--- src/rtl/bcd_stopwatch.sv ---
// MM:SS BCD stopwatch driven by a 1 Hz tick, with IDLE/RUN/PAUSE control FSM.
// Optional lap-hold display freeze is enabled by defining LAP_EN.
module bcd_stopwatch #(
  parameter logic [15:0] LIMIT_BCD = 16'h5959
) (
  input  logic        clk,
  input  logic        rst,
  input  logic        tick,
  input  logic        start_stop,
  input  logic        clear,
  input  logic        lap,
  output logic [15:0] digits,
  output logic        running,
  output logic        wrap
);

  typedef enum logic [1:0] {IDLE, RUN, PAUSE} state_e;

  state_e      state_q, state_d;
  logic [15:0] count_q, count_d;
  logic [15:0] digits_q, digits_d;
  logic        running_q, running_d;
  logic        wrap_q, wrap_d;
  logic        hold_q, hold_d;

  // Ripple the carry up through s1 (0..9), s10 (0..5), m1 (0..9), m10 (0..9).
  function automatic logic [15:0] bcd_inc(input logic [15:0] c);
    logic [15:0] n;
    n = c;
    if (c[3:0] != 4'd9) n[3:0] = c[3:0] + 4'd1;
    else begin
      n[3:0] = 4'd0;
      if (c[7:4] != 4'd5) n[7:4] = c[7:4] + 4'd1;
      else begin
        n[7:4] = 4'd0;
        if (c[11:8] != 4'd9) n[11:8] = c[11:8] + 4'd1;
        else begin
          n[11:8]  = 4'd0;
          n[15:12] = (c[15:12] != 4'd9) ? c[15:12] + 4'd1 : 4'd0;
        end
      end
    end
    return n;
  endfunction

  always_comb begin
    state_d = state_q;
    count_d = count_q;
    wrap_d  = 1'b0;
    hold_d  = hold_q;
    if (clear) begin
      state_d = IDLE;
      count_d = 16'h0000;
      hold_d  = 1'b0;
    end else begin
      // Tick qualification uses the registered state, so RUN+start_stop still counts.
      if (tick && state_q == RUN) begin
        if (count_q == LIMIT_BCD) begin
          count_d = 16'h0000;
          wrap_d  = 1'b1;
        end else begin
          count_d = bcd_inc(count_q);
        end
      end
      if (start_stop) state_d = (state_q == RUN) ? PAUSE : RUN;
`ifdef LAP_EN
      if (lap && state_q != IDLE) hold_d = ~hold_q;
`endif
    end
    digits_d  = hold_d ? digits_q : count_d;
    running_d = (state_d == RUN);
  end

`ifndef LAP_EN
  logic unused_lap;
  assign unused_lap = lap;
`endif

  always_ff @(posedge clk or posedge rst) begin
    if (rst) begin
      state_q   <= IDLE;
      count_q   <= 16'h0000;
      digits_q  <= 16'h0000;
      running_q <= 1'b0;
      wrap_q    <= 1'b0;
      hold_q    <= 1'b0;
    end else begin
      state_q   <= state_d;
      count_q   <= count_d;
      digits_q  <= digits_d;
      running_q <= running_d;
      wrap_q    <= wrap_d;
      hold_q    <= hold_d;
    end
  end

  assign digits  = digits_q;
  assign running = running_q;
  assign wrap    = wrap_q;

endmodule

--- config.mk ---
export PLATFORM = sky130hd
export DESIGN_NAME = bcd_stopwatch
export DESIGN_NICKNAME = d
export VERILOG_FILES = /design/src/rtl/bcd_stopwatch.sv
export SDC_FILE = /design/constraint.sdc
export NUM_CORES = 1
export LEC_CHECK = 0
export ABC_AREA = 1
export CAP_MARGIN = 40
export CORE_UTILIZATION = 59
export DETAILED_ROUTE_END_ITERATION = 8
export PLACE_DENSITY = 0.94
export SYNTH_ARGS = -nofsm -noshare
export SYNTH_HDL_FRONTEND = slang
export SYNTH_SLANG_ARGS = --single-unit
--- constraint.sdc ---
create_clock -name clk -period 3.04 [get_ports clk]
set_clock_uncertainty 0.15 [all_clocks]
set_input_delay 0.76 -clock clk [delete_from_list [all_inputs] [get_ports clk]]
set_output_delay 0.76 -clock clk [all_outputs]
set_load 0.01 [all_outputs]
==> reports/metrics.yaml, run 1 <==
status:
  status: "finished, final reports clean"
yosys:
  yosys.cell_types.count: 29
  synth_area_sq_um: 1900
  syn_nets: 248
  synth.avg_cell_area_sq_um: 8.05
  yosys_register_bits: 37
  yosysSeqAreaShare_pct: 48.7
  ys.warnings.count: 0
  syn-instance-count: 236
sta:
  tightest_slew_ps: 490
  worst_slack_ps: 863
  setup_tns_ps: 0
  setup_viol: 0
  timing.final.hold_violations: 0
  slew_headroom_pct: 67.3
  fin_crit_ps: 2180
  rsz0062_at_grt: "false"
  clock.fmax_mhz: 459
  period_share_pct: 71.6
  slew_violations: 0
  whs_ps: 335
setup_path:
  cp_max_fo: 2
  path_buf_inv: 1
  cp.required_ps: 2130
  endpoint_kind: "output port"
  arrival_ps: 1270
  startpoint: "digits[11]$_DFFE_PP0N_"
  critical-path-max-stage-delay_ps: 540
  cp_cell_sequence: "clkdlybuf4s50_1"
  critPathKind: "flop to output port"
  reg2reg_from: "count_q[1]$_DFF_PP0_"
  cpLargestDelayFamily: "buffers and inverters"
  critPathSlowestCell: "clkdlybuf4s50_1"
  startpoint_type: "flop"
clock_tree:
  worstSkewPairLatency_ps: 350
  cts_tree: "built"
  cts_buffers: 5
  clock_path_buffers: 2
  post_cts_buffers: 0
  cts-hold-fix-buffers: 0
  htree_levels: 2
  clkSinkCount: 37
  post_cts_resized: 0
  clock-root-buffer: "clkbuf_4"
  clkTransAtPathRegs_ps: 100
drt:
  vias_per_cell: 5.14
  first_pass_iters: 4
  vias: 1587
  ant_nets: 0
  drc: 0
  wl_per_cell_microns: 12.3
  drt-initial-drc-count: 66
  wirelength_mm: 3.81
placement:
  port-buffer-count: 22
  preCtsSetupSlack_ps: 709
  dp.final_hpwl_mm: 2.69
  dpl-instance-area_sq_um: 2180
  gp_congestion: 0.884
global_route:
  track_usage_pct: 26.8
  grt_max_degree: 38
  antenna_found_initial: 0
  overflow: 0
  grt_pass1_wl_mm: 6.80
  grt_pass1_vias: 1579
layout:
  fin_nets: 276
  num_antenna_cells: 0
  final_area_sq_um: 2230
  drive_gt1_share_pct: 10.2
  area_delta_synth_final_pct: 17.2
floorplanning:
  die_h_microns: 58.8
  initial_core_util_pct: 62.3
  die_area_sq_um: 3450
  io_pins: 24
  die_w_microns: 58.8
  coreArea_sq_um: 3050
  rows: 20
pwr:
  p_per_area_nw_per_um2: 363
  ir_drop_v: 0.000252
  power.leakage_uw: 0.00115
worst_hold_path:
  worstHoldStart: "digits[13]$_DFFE_PP0N_"
  min_path_type: "flop to flop"
run:
  cap_violations: 0
[tightest hold or removal path, delay by kind of cell, from the launching register on]
family	cells	cell delay (ps)
DFF	1	350
and+or+nand+nor	2	100
[final cells by class]
type / instances / area, sq um
timing repair buffer: 25 / 243
tap: 44 / 55.1
multi-input combinational: 163 / 835
sequential: 37 / 926
inverter: 32 / 121
clock buffer: 8 / 48.8
fill: 224 / 825
[metrics by stage]
step / power, uW / util, % / std cells
finish: 809 / 73.0 / 309
detailed placement: 577 / 71.4 / 301
global placement: 574 / 71.4 / 301
CTS: 811 / 73.0 / 309
floorplan: 551 / - / 236
global route: 841 / 73.0 / 309
[cells in the mapped netlist, drive strengths merged]
library cell / n / share of area, %
clkinv: 1 / 0.26
clkbuf: 1 / 0.20
nand4: 6 / 2.0
a21oi: 7 / 2.2
o211ai: 1 / 0.40
nand2: 80 / 16
o21bai: 1 / 0.40
nor2: 22 / 6.2
a31oi: 1 / 0.33
buf: 3 / 0.79
nor3: 2 / 0.53
inv: 31 / 6.1
and2: 1 / 0.33
o21ai: 11 / 3.1
or2: 1 / 0.33
and3: 3 / 0.99
nand3b: 2 / 0.79
nand3: 19 / 6.2
ha: 6 / 3.9
dfrtp: 37 / 49
[worst paths after layout]
check | endpoint | slack, ps | cells past startpoint
worst max-delay path | digits[11] | 860 | 1
worst min register to register | digits[13]$_DFFE_PP0N_ | 340 | 2
min in group asynchronous | digits[1]$_DFFE_PP0N_ | 650 | 3
max in group asynchronous | digits[4]$_DFFE_PP0N_ | 1760 | 3
worst max register to register | count_q[11]$_DFF_PP0_ | 1150 | 10
worst min-delay path | digits[13]$_DFFE_PP0N_ | 340 | 2
[cell usage in the layout (no fill, tap or decap), types with 5 or more instances in the layout]
master | synthesis | final
nand2_1 | 79 | 79
ha_1 | 6 | 6
nand4_1 | 6 | 6
a21oi_1 | 5 | 5
clkdlybuf4s50_1 | 0 | 22
clkbuf_4 | 0 | 5
nand3_1 | 16 | 16
o21ai_0 | 6 | 6
dfrtp_1 | 37 | 37
inv_1 | 27 | 27
nor2_1 | 16 | 16
[logic make-up after synthesis]
kind of cell	count (synthesis)	synth area share, %
simple gates	136	33.5
fa+ha+maj	6	3.95
compound gates	21	6.45
flops	37	48.7
buf+inv	36	7.37
[registers in the layout, summed over array words and instances (netlist names)]
register	count
count_q	16
digits	16
state_q	2
hold_q	1
running	1
wrap	1
[layer usage]
metal	track usage, %	wire [microns]
met3	6.15	119
met1	32.3	1700
met5	0	0
met2	45.8	1920
met4	12.2	69
[power by group]
part           internal [uW]  total, uW  switching [uW]
logic                   23.0       60.5            37.5
registers                500        507            7.28
clock network           92.1        241             149
total                    615        809             194
Note: power is estimated with default switching activity, not from simulation.
==> run 2: changes to the inputs <==
- CORE_UTILIZATION: 59 -> 54
- PLACE_DENSITY: 0.94 -> 0.88
- clock period: 3.04 -> 2.2 ns (I/O delays scaled with it)
==> run 2 against run 1 <==
Effect of this change: utilization shrank 4.8 points; global-route usage shrank 3.1 points; combinational power grew 39%; critical path type unchanged; largest cell class unchanged; non-clock buffer count grew 3; highest routed layer unchanged; setup slack lost 630 ps; sequential power grew 38%; largest power group unchanged.
==> reports/metrics.yaml, run 2 (same netlist as run 1, synthesis figures left out) <==
status:
  status: "finished, final reports clean"  # unchanged
sta:
  worst_slack_ps: 233  # was 863 ps
  slew_headroom_pct: 69.3  # was 67.3%
  rsz0062_at_grt: "false"  # unchanged
  fin_crit_ps: 1970
  setup_tns_ps: 0  # unchanged
  setup_viol: 0  # unchanged
  period_share_pct: 89.4
  clock.fmax_mhz: 508
  whs_ps: 338  # was 335 ps
  tightest_slew_ps: 461  # was 490 ps
  timing.final.hold_violations: 0  # unchanged
  slew_violations: 0  # unchanged
clock_tree:
  clock-root-buffer: "clkbuf_4"  # unchanged
  clkSinkCount: 37  # unchanged
  post_cts_resized: 0  # unchanged
  clkTransAtPathRegs_ps: 120  # was 100 ps
  cts_buffers: 5  # unchanged
  worstSkewPairLatency_ps: 360  # was 350 ps
  cts_tree: "built"  # unchanged
  post_cts_buffers: 0  # unchanged
  htree_levels: 2  # unchanged
  clock_path_buffers: 2  # unchanged
  cts-hold-fix-buffers: 0  # unchanged
layout:
  final_cell_mix: "nand2_1, dfrtp_1, inv_1"  # unchanged
  regArea_sq_um: 926  # unchanged
  multiInputGateArea_sq_um: 835  # unchanged
  drive_gt1_share_pct: 12.3  # was 10.2%
  fillers: 284  # was 224
  num_antenna_cells: 0  # unchanged
  final_common_cell: "nand2_1"  # unchanged
  area_delta_synth_final_pct: 20.7  # was 17.2%
  final_area_sq_um: 2290  # was 2230 sq um
  fin_nets: 279  # was 276
setup_path:
  startpoint_type: "flop"  # unchanged
  path_buf_inv: 1  # unchanged
  arrival_ps: 1270  # about the same
  cpLargestDelayFamily: "buffers and inverters"  # unchanged
  critPathKind: "flop to output port"  # unchanged
  r2r-end: "digits[11]$_DFFE_PP0N_"  # was count_q[11]$_DFF_PP0_
  reg2reg_from: "count_q[1]$_DFF_PP0_"  # unchanged
  r2r_slack_ps: 420  # was 1150 ps
  endpoint_kind: "output port"  # unchanged
  cp_cell_sequence: "clkdlybuf4s50_1"  # unchanged
  cp_max_fo: 2  # unchanged
  cp.required_ps: 1500  # was 2130 ps
  critical-path-max-stage-delay_ps: 540  # about the same
  critPathSlowestCell: "clkdlybuf4s50_1"  # unchanged
  rr_worst_depth: 11  # was 10
floorplanning:
  die_area_sq_um: 3760  # was 3450 sq um
  die_h_microns: 61.3  # was 58.8 microns
  initial_core_util_pct: 56.5  # was 62.3%
  rows: 21  # was 20
  io_pins: 24  # unchanged
  coreArea_sq_um: 3360  # was 3050 sq um
  die_w_microns: 61.3  # was 58.8 microns
drt:
  wirelength_mm: 3.70  # was 3.81 mm
  vias_per_cell: 4.97  # was 5.14
  ant_nets: 0  # unchanged
  vias: 1560  # was 1,587
  met3_length_microns: 168  # was 119 microns
  met1_length_mm: 1.76  # was 1.70 mm
  top_layer: "met4"  # unchanged
  drc: 0  # unchanged
  dr_wl_met2_mm: 1.71  # was 1.92 mm
  wl_per_cell_microns: 11.8  # was 12.3 microns
  drt-initial-drc-count: 74  # was 66
  first_pass_iters: 4  # unchanged
global_route:
  overflow: 0  # unchanged
  antenna_found_initial: 0  # unchanged
  grt_max_degree: 38  # unchanged
  grt_pass1_vias: 1469  # was 1,579
  track_usage_pct: 23.7  # was 26.8%
  grt_pass1_wl_mm: 6.38  # was 6.80 mm
pwr:
  ir_drop_v: 0.000341  # was 0.000252 V
  clkPwrFrac_pct: 38.9  # was 29.8%
  pwr-share-comb_pct: 6.5  # was 7.5%
  swShare_pct: 22.6  # was 24.0%
  finalPower_uw: 1280  # was 809 uW
  power.leakage_uw: 0.00118  # was 0.00115 uW
  p_sw_uw: 290  # was 194 uW
  p_per_area_nw_per_um2: 560  # was 363 nW/um^2
  p_int_uw: 994  # was 615 uW
  sequentialPowerShare_pct: 54.5  # was 62.7%
worst_hold_path:
  hold_end: "digits[13]$_DFFE_PP0N_"  # unchanged
  min_path_type: "flop to flop"  # unchanged
  worstHoldStart: "digits[13]$_DFFE_PP0N_"  # unchanged
  holdPathStages: 2  # unchanged
placement:
  dp.final_hpwl_mm: 2.68  # was 2.69 mm
  port-buffer-count: 22  # unchanged
  gp_congestion: 0.925  # was 0.884
  dpl-instance-area_sq_um: 2200  # was 2180 sq um
  preCtsSetupSlack_ps: 89.5  # was 709 ps
run:
  cap_violations: 0  # unchanged
run 2: changes by cell type in the layout (fill, tap and decap cells not counted), sizes merged:
cell,change
buf,+3
clkbuf,-2
bufinv,+1
clkinvlp,+1
run 2: power groups by stage:
stage / Clock, uW / Combinational [uW] / Sequential [uW]
2_1_floorplan: 0 / 47.2 / 715
3_3_place_gp: 0 / 82.3 / 713
3_5_place_dp: 0 / 84.5 / 713
4_1_cts: 506 / 84.8 / 700
5_1_grt: 538 / 94.8 / 702
6_report: 499 / 84.0 / 700
run 2: worst max-delay path by stage:
stage | cells past startpoint | slack [ps] | end | from
after floorplan | 10 | 650 | count_q[11]$_DFF_PP0_ | count_q[5]$_DFF_PP0_
after global placement | 7 | 120 | count_q[10]$_DFF_PP0_ | tick
after detailed placement | 6 | 90 | count_q[10]$_DFF_PP0_ | tick
after CTS | 1 | 230 | digits[1] | digits[1]$_DFFE_PP0N_
after global routing | 1 | 190 | digits[4] | digits[4]$_DFFE_PP0N_
final | 1 | 230 | digits[11] | digits[11]$_DFFE_PP0N_
run 2: area by class of cell:
cell class / count / area share, %
timing repair buffer: 28 / 11.6
multi-input combinational: 163 / 36.4
inverter: 32 / 5.29
sequential: 37 / 40.4
tap: 46 / 2.51
clock inverter: 2 / 1.64
clock buffer: 6 / 2.24
run 2: per-stage QoR:
stage,std cells,util [%]
after floorplan,236,-
after global placement,306,65.6
after detailed placement,306,65.6
after CTS,314,68.2
after global routing,314,68.2
final,314,68.2
run 2: layer usage:
metal	vias to the layer above	global-route usage, %
li1	804	-
met3	6	6.30
met5	-	0
met4	0	9.74
met1	711	32.5
met2	39	36.0
==> run 3: changes to the inputs <==
- CORE_UTILIZATION: 54 -> 42
- PLACE_DENSITY: 0.88 -> 0.73
==> run 3 against run 2 <==
Effect of this change: non-clock buffer count did not move; power rose by 15%; routed wire length rose by 8.3%; setup slack improved by 66 ps; sequential cell count did not move; clock-buffer cell count fell by 1; via count rose by 3.0%; sequential power barely moved; maximum frequency rose by 3.5%; critical endpoint is now digits[2].
==> reports/metrics.yaml, run 3 (same netlist as run 1, synthesis figures left out) <==
drt:
  vias: 1607  # was 1,560
  first_pass_iters: 4  # unchanged
  wl_per_cell_microns: 12.5  # was 11.8 microns
  drc: 0  # unchanged
  wirelength_mm: 4.00  # was 3.70 mm
  ant_nets: 0  # unchanged
  drt-initial-drc-count: 54  # was 74
  vias_per_cell: 5.02  # was 4.97
layout:
  final_common_cell: "nand2_1"  # unchanged
  fin_nets: 279  # unchanged
  drive_gt1_share_pct: 12.3  # unchanged
  num_antenna_cells: 0  # unchanged
  fin_cells: 320  # was 314
  final_cell_mix: "nand2_1, dfrtp_1, inv_1"  # unchanged
  fillers: 391  # was 284
  area_delta_synth_final_pct: 23.4  # was 20.7%
placement:
  gp_congestion: 0.909  # was 0.925
  dp.final_hpwl_mm: 2.81  # was 2.68 mm
  placed_cells: 312  # was 306
  port-buffer-count: 22  # unchanged
global_route:
  grt_pass1_vias: 1598  # was 1,469
  track_usage_pct: 18.5  # was 23.7%
  grt_pass1_wl_mm: 7.00  # was 6.38 mm
  antenna_found_initial: 0  # unchanged
  overflow: 0  # unchanged
  grt_max_degree: 38  # unchanged
pwr:
  ir_drop_v: 0.000490  # was 0.000341 V
  p_per_area_nw_per_um2: 632  # was 560 nW/um^2
  power.leakage_uw: 0.00121  # was 0.00118 uW
clock_tree:
  worstSkewPairLatency_ps: 290  # was 360 ps
  clkTransAtPathRegs_ps: 70  # was 120 ps
  post_cts_buffers: 0  # unchanged
  cts_buffers: 5  # unchanged
  post_cts_resized: 0  # unchanged
  htree_levels: 2  # unchanged
  clock-root-buffer: "clkbuf_8"  # was clkbuf_4
  cts_tree: "built"  # unchanged
  clock_path_buffers: 2  # unchanged
  cts-hold-fix-buffers: 0  # unchanged
  clkSinkCount: 37  # unchanged
sta:
  fin_crit_ps: 1900  # was 1970 ps
  tightest_slew_ps: 468  # was 461 ps
  setup_tns_ps: 0  # unchanged
  slew_headroom_pct: 68.8  # was 69.3%
  rsz0062_at_grt: "false"  # unchanged
  timing.final.hold_violations: 0  # unchanged
  slew_violations: 0  # unchanged
  period_share_pct: 86.4  # was 89.4%
  clock.fmax_mhz: 526  # was 508 MHz
  setup_viol: 0  # unchanged
floorplanning:
  die_area_sq_um: 4800  # was 3760 sq um
  die_w_microns: 69.3  # was 61.3 microns
  coreArea_sq_um: 4350  # was 3360 sq um
  initial_core_util_pct: 43.6  # was 56.5%
  die_h_microns: 69.3  # was 61.3 microns
  io_pins: 24  # unchanged
  rows: 24  # was 21
setup_path:
  critical-path-max-stage-delay_ps: 540  # about the same
  endpoint_kind: "output port"  # unchanged
  arrival_ps: 1200  # was 1270 ps
  cp_cell_sequence: "clkdlybuf4s50_1"  # unchanged
  cp_max_fo: 2  # unchanged
  critPathSlowestCell: "clkdlybuf4s50_1"  # unchanged
  critPathKind: "flop to output port"  # unchanged
  cpLargestDelayFamily: "buffers and inverters"  # unchanged
  startpoint_type: "flop"  # unchanged
  path_buf_inv: 1  # unchanged
  cp.required_ps: 1500  # about the same
worst_hold_path:
  min_path_type: "flop to flop"  # unchanged
status:
  status: "finished, final reports clean"  # unchanged
run:
  cap_violations: 0  # unchanged
## run 3: cell types whose count changed in the layout (fill, tap and decap cells not counted), sizes merged
cell,change
clkinvlp,-1
clkbuf,-1
bufinv,+1
clkinv,+1
## run 3: final cells by class
class	count	area (sq um)	area share, %
well taps	52	65.1	2.77
clock buffers	5	68.8	2.93
inverters	32	121	5.17
clock inverters	3	65.1	2.77
flip-flops and latches	37	926	39.5
multi-input cells	163	835	35.6
repair buffers	28	265	11.3
## run 3: per-layer routing
| layer | routed length (microns) | vias to the layer above | global-route usage, % | share of wire (%) |
|---|---|---|---|---|
| met4 | 93 | 0 | 9.52 | 2.3 |
| met2 | 1840 | 36 | 28.8 | 46 |
| met3 | 148 | 9 | 4.51 | 3.7 |
| met1 | 1920 | 758 | 24.1 | 48 |
| met5 | 0 | - | 0 | 0 |
| li1 | - | 804 | - | - |
## run 3: power breakdown
group | leakage, uW | switching (uW) | internal, uW
Combinational | 0.000626 | 51.9 | 32.8
Clock | 0.0000681 | 247 | 450
Sequential | 0.000512 | 9.10 | 691
## run 3: per-stage QoR
stage / utilization [%] / instance area, sq um / hold slack, ps / setup WS (ps) / power (uW)
after CTS: 53.9 / 2350 / 339 / 288 / 1500
after global placement: 50.8 / 2210 / 315 / 107 / 796
after floorplan: - / 1900 / 292 / 654 / 762
after detailed placement: 50.8 / 2210 / 314 / 72.5 / 799
after global routing: 53.9 / 2350 / 364 / 237 / 1530
final: 53.9 / 2350 / 338 / 299 / 1480
## run 3: path summary, 6_finish.rpt
kind,start,to,slack (ps),depth (start not counted)
max,digits[2]$_DFFE_PP0N_,digits[2],300,1
min,digits[7]$_DFFE_PP0N_,digits[7]$_DFFE_PP0N_,340,2
max reg2reg,count_q[9]$_DFF_PP0_,digits[15]$_DFFE_PP0N_,430,8
min reg2reg,digits[7]$_DFFE_PP0N_,digits[7]$_DFFE_PP0N_,340,2
max in group asynchronous,rst,wrap$_DFF_PP0_,1060,3
min in group asynchronous,rst,digits[1]$_DFFE_PP0N_,510,3
==> edit: new RTL, settings of run 2 <==
The output `wrap` loses its register stage (`wrap_q` becomes a continuous assignment).
--- a/src/rtl/bcd_stopwatch.sv
+++ b/src/rtl/bcd_stopwatch.sv
@@ -83,5 +83,4 @@
       digits_q  <= 16'h0000;
       running_q <= 1'b0;
-      wrap_q    <= 1'b0;
       hold_q    <= 1'b0;
     end else begin
@@ -90,8 +89,9 @@
       digits_q  <= digits_d;
       running_q <= running_d;
-      wrap_q    <= wrap_d;
       hold_q    <= hold_d;
     end
   end
+
+  assign wrap_q = wrap_d;
 
   assign digits  = digits_q;
Check against the original RTL: no difference found for any inputs over 10 cycles, from zero or initial values and one cycle with rst high; that may be too few to reach the edited logic, so the function may still have changed.
==> edit against run 2 <==
- sequential cell count is 1 lower
- critical path depth is 6 higher
- clock power is 21% lower
- routed wire length is 19% higher
- setup slack worse by 0.21 ns
- die area is 1.3% lower
- utilization is 5.9 points higher
- total power is 9.0% lower
- final area is 7.8% higher
- register-to-register slack worse by 0.04 ns
- synthesized area is 1.3% lower
- via count is 9.7% higher
==> edit: results (changes against run 2) <==
Outcome
  • Status: complete, no violations

Final layout
  • Fill count: 253 (-11%)
  • Count of inserted antenna diode cells: 0 (unchanged)
  • Number of nets in the finished design: 298 (+6.8%)
  • Fraction of layout cells with a size suffix above 1: 22.7% (+10 points)

Synth
  • Adder and majority cell fraction of the synthesized area: 4.00% (+0.053 points)
  • Number of instances in the synthesized netlist: 235 (-0.42%)
  • Sequential area share after synthesis: 48.0% (-0.68 points)
  • Post-Syn Nets: 247 (-0.40%)
  • Commonest cells post-synth: sky130_fd_sc_hd__nand2_1 (79), sky130_fd_sc_hd__dfrtp_1 (36), sky130_fd_sc_hd__inv_1 (27)
  • Post-synthesis compound-gate area fraction: 6.54% (+0.086 points)
  • Largest cells by area after synthesis: sky130_fd_sc_hd__dfrtp_1 (48%), sky130_fd_sc_hd__nand2_1 (16%), sky130_fd_sc_hd__inv_1 (5.4%)
  • Total of warnings raised by yosys: 0 (unchanged)

Global routing
  • Pin count of the biggest net entering global routing: 37 (-2.6%)
  • GR Util met1: 33.1% (+0.60 points)
  • Global-route met3 utilization: 7.89% (+1.6 points)
  • First-pass GRT wire length: 7330 um (+15%)
  • Overall global routing resource usage: 27.8% (+4.0 points)
  • Via count of the first global-routing pass: 1676 (+14%)
  • Met2 global-route usage: 45.5% (+9.5 points)

CTS
  • Number of resized instances in the post-cts repair step: 19 (+19)
  • Latest clock arrival within the worst-skew pair: 0.34 ns (-0.02 ns)
  • Setup fix buffers added after clock tree synthesis: 4 (+4)
  • CTS clock-pin slew for the worst setup and hold paths: 0.10 ns (-0.02 ns)

Critical path
  • CP Data Arrival Time: 1.48 ns (+0.21 ns)
  • Gate family responsible for the most delay along the worst path: flip-flops
  • Largest stage delay on the critical path: 0.42 ns (-0.12 ns)
  • Cell at the slowest stage of the critical path: sky130_fd_sc_hd__dfrtp_1
  • Setup slack of the worst register-to-register path: 0.38 ns (-0.04 ns)

Timing
  • Fin worst setup slack: 0.0230 ns (-0.210 ns)
  • Worst slew margin: 65.7% (-3.6 points)
  • Post-route worst hold slack: 0.331 ns (-0.00647 ns)

Drt
  • Aggregate routed wire length: 4390 um (+19%)
  • Detail-routed via count per cell: 5.16 (+3.8%)
  • Number of DRC markers after the initial detailed-route iteration: 101 (+36%)
  • Mean routed wirelength per cell: 13.2 um (+12%)
  • Total met2 wirelength after detailed routing: 2200 um (+29%)
  • Routed met3 length: 264 um (+57%)

Place
  • Weighted congestion at the end of routability-driven global placement: 0.919 (-0.70%)
  • HPWL after DPL: 2990 um (+12%)
  • Total instance count after detailed placement: 317 (+3.6%)
  • Setup slack at placement: -0.553 ns (-0.643 ns)

Pwr
  • Static leakage power: 1.27 nW (+7.2%)
  • Net switching component of the power: 0.276 mW (-4.5%)
  • IR drop worst, VDD: 364 uV (+7.0%)
[edit: cell count changes after synthesis, sizes merged]
cell   change
dfrtp      -1
[edit: power groups by stage]
| stage | clock network (mW) | logic, mW | registers, mW |
|---|---|---|---|
| 2_1_floorplan | 0 | 0.0469 | 0.696 |
| 5_1_grt | 0.436 | 0.106 | 0.683 |
| 3_3_place_gp | 0 | 0.0893 | 0.692 |
| 4_1_cts | 0.406 | 0.0936 | 0.680 |
| 6_report | 0.393 | 0.0943 | 0.681 |
| 3_5_place_dp | 0 | 0.0925 | 0.693 |
[edit: stage by stage]
stage               cell area, sq um  power, mW  utilization [%]
finish                          2470       1.17             74.1
global route                    2470       1.22             74.1
CTS                             2420       1.18             72.6
detailed placement              2270      0.785             68.0
global placement                2270      0.782             68.0
floorplan                       1880      0.743                -
[edit: cell type report]
cell class / instances / share of cell area (%)
Multi-Input combinational cell: 163 / 37.1
Inverter: 32 / 4.91
Timing Repair Buffer: 48 / 16.5
Tap cell: 46 / 2.33
Clock buffer: 7 / 2.63
Sequential cell: 36 / 36.5
[edit: worst paths after layout]
kind	startpoint	to	depth (start not counted)
worst max-delay path	count_q[5]$_DFF_PP0_	wrap	7
min in group asynchronous	rst	count_q[7]$_DFF_PP0_	3
worst max register to register	count_q[4]$_DFF_PP0_	digits[15]$_DFFE_PP0N_	11
max in group asynchronous	rst	count_q[4]$_DFF_PP0_	3
worst min-delay path	hold_q$_DFF_PP0_	digits[4]$_DFFE_PP0N_	1
worst min register to register	hold_q$_DFF_PP0_	digits[4]$_DFFE_PP0N_	1
[edit: kinds of logic after synthesis]
family / Yosys count
compound gates: 21
simple gates: 136
buf+inv: 36
flops: 36
fa+ha+maj: 6
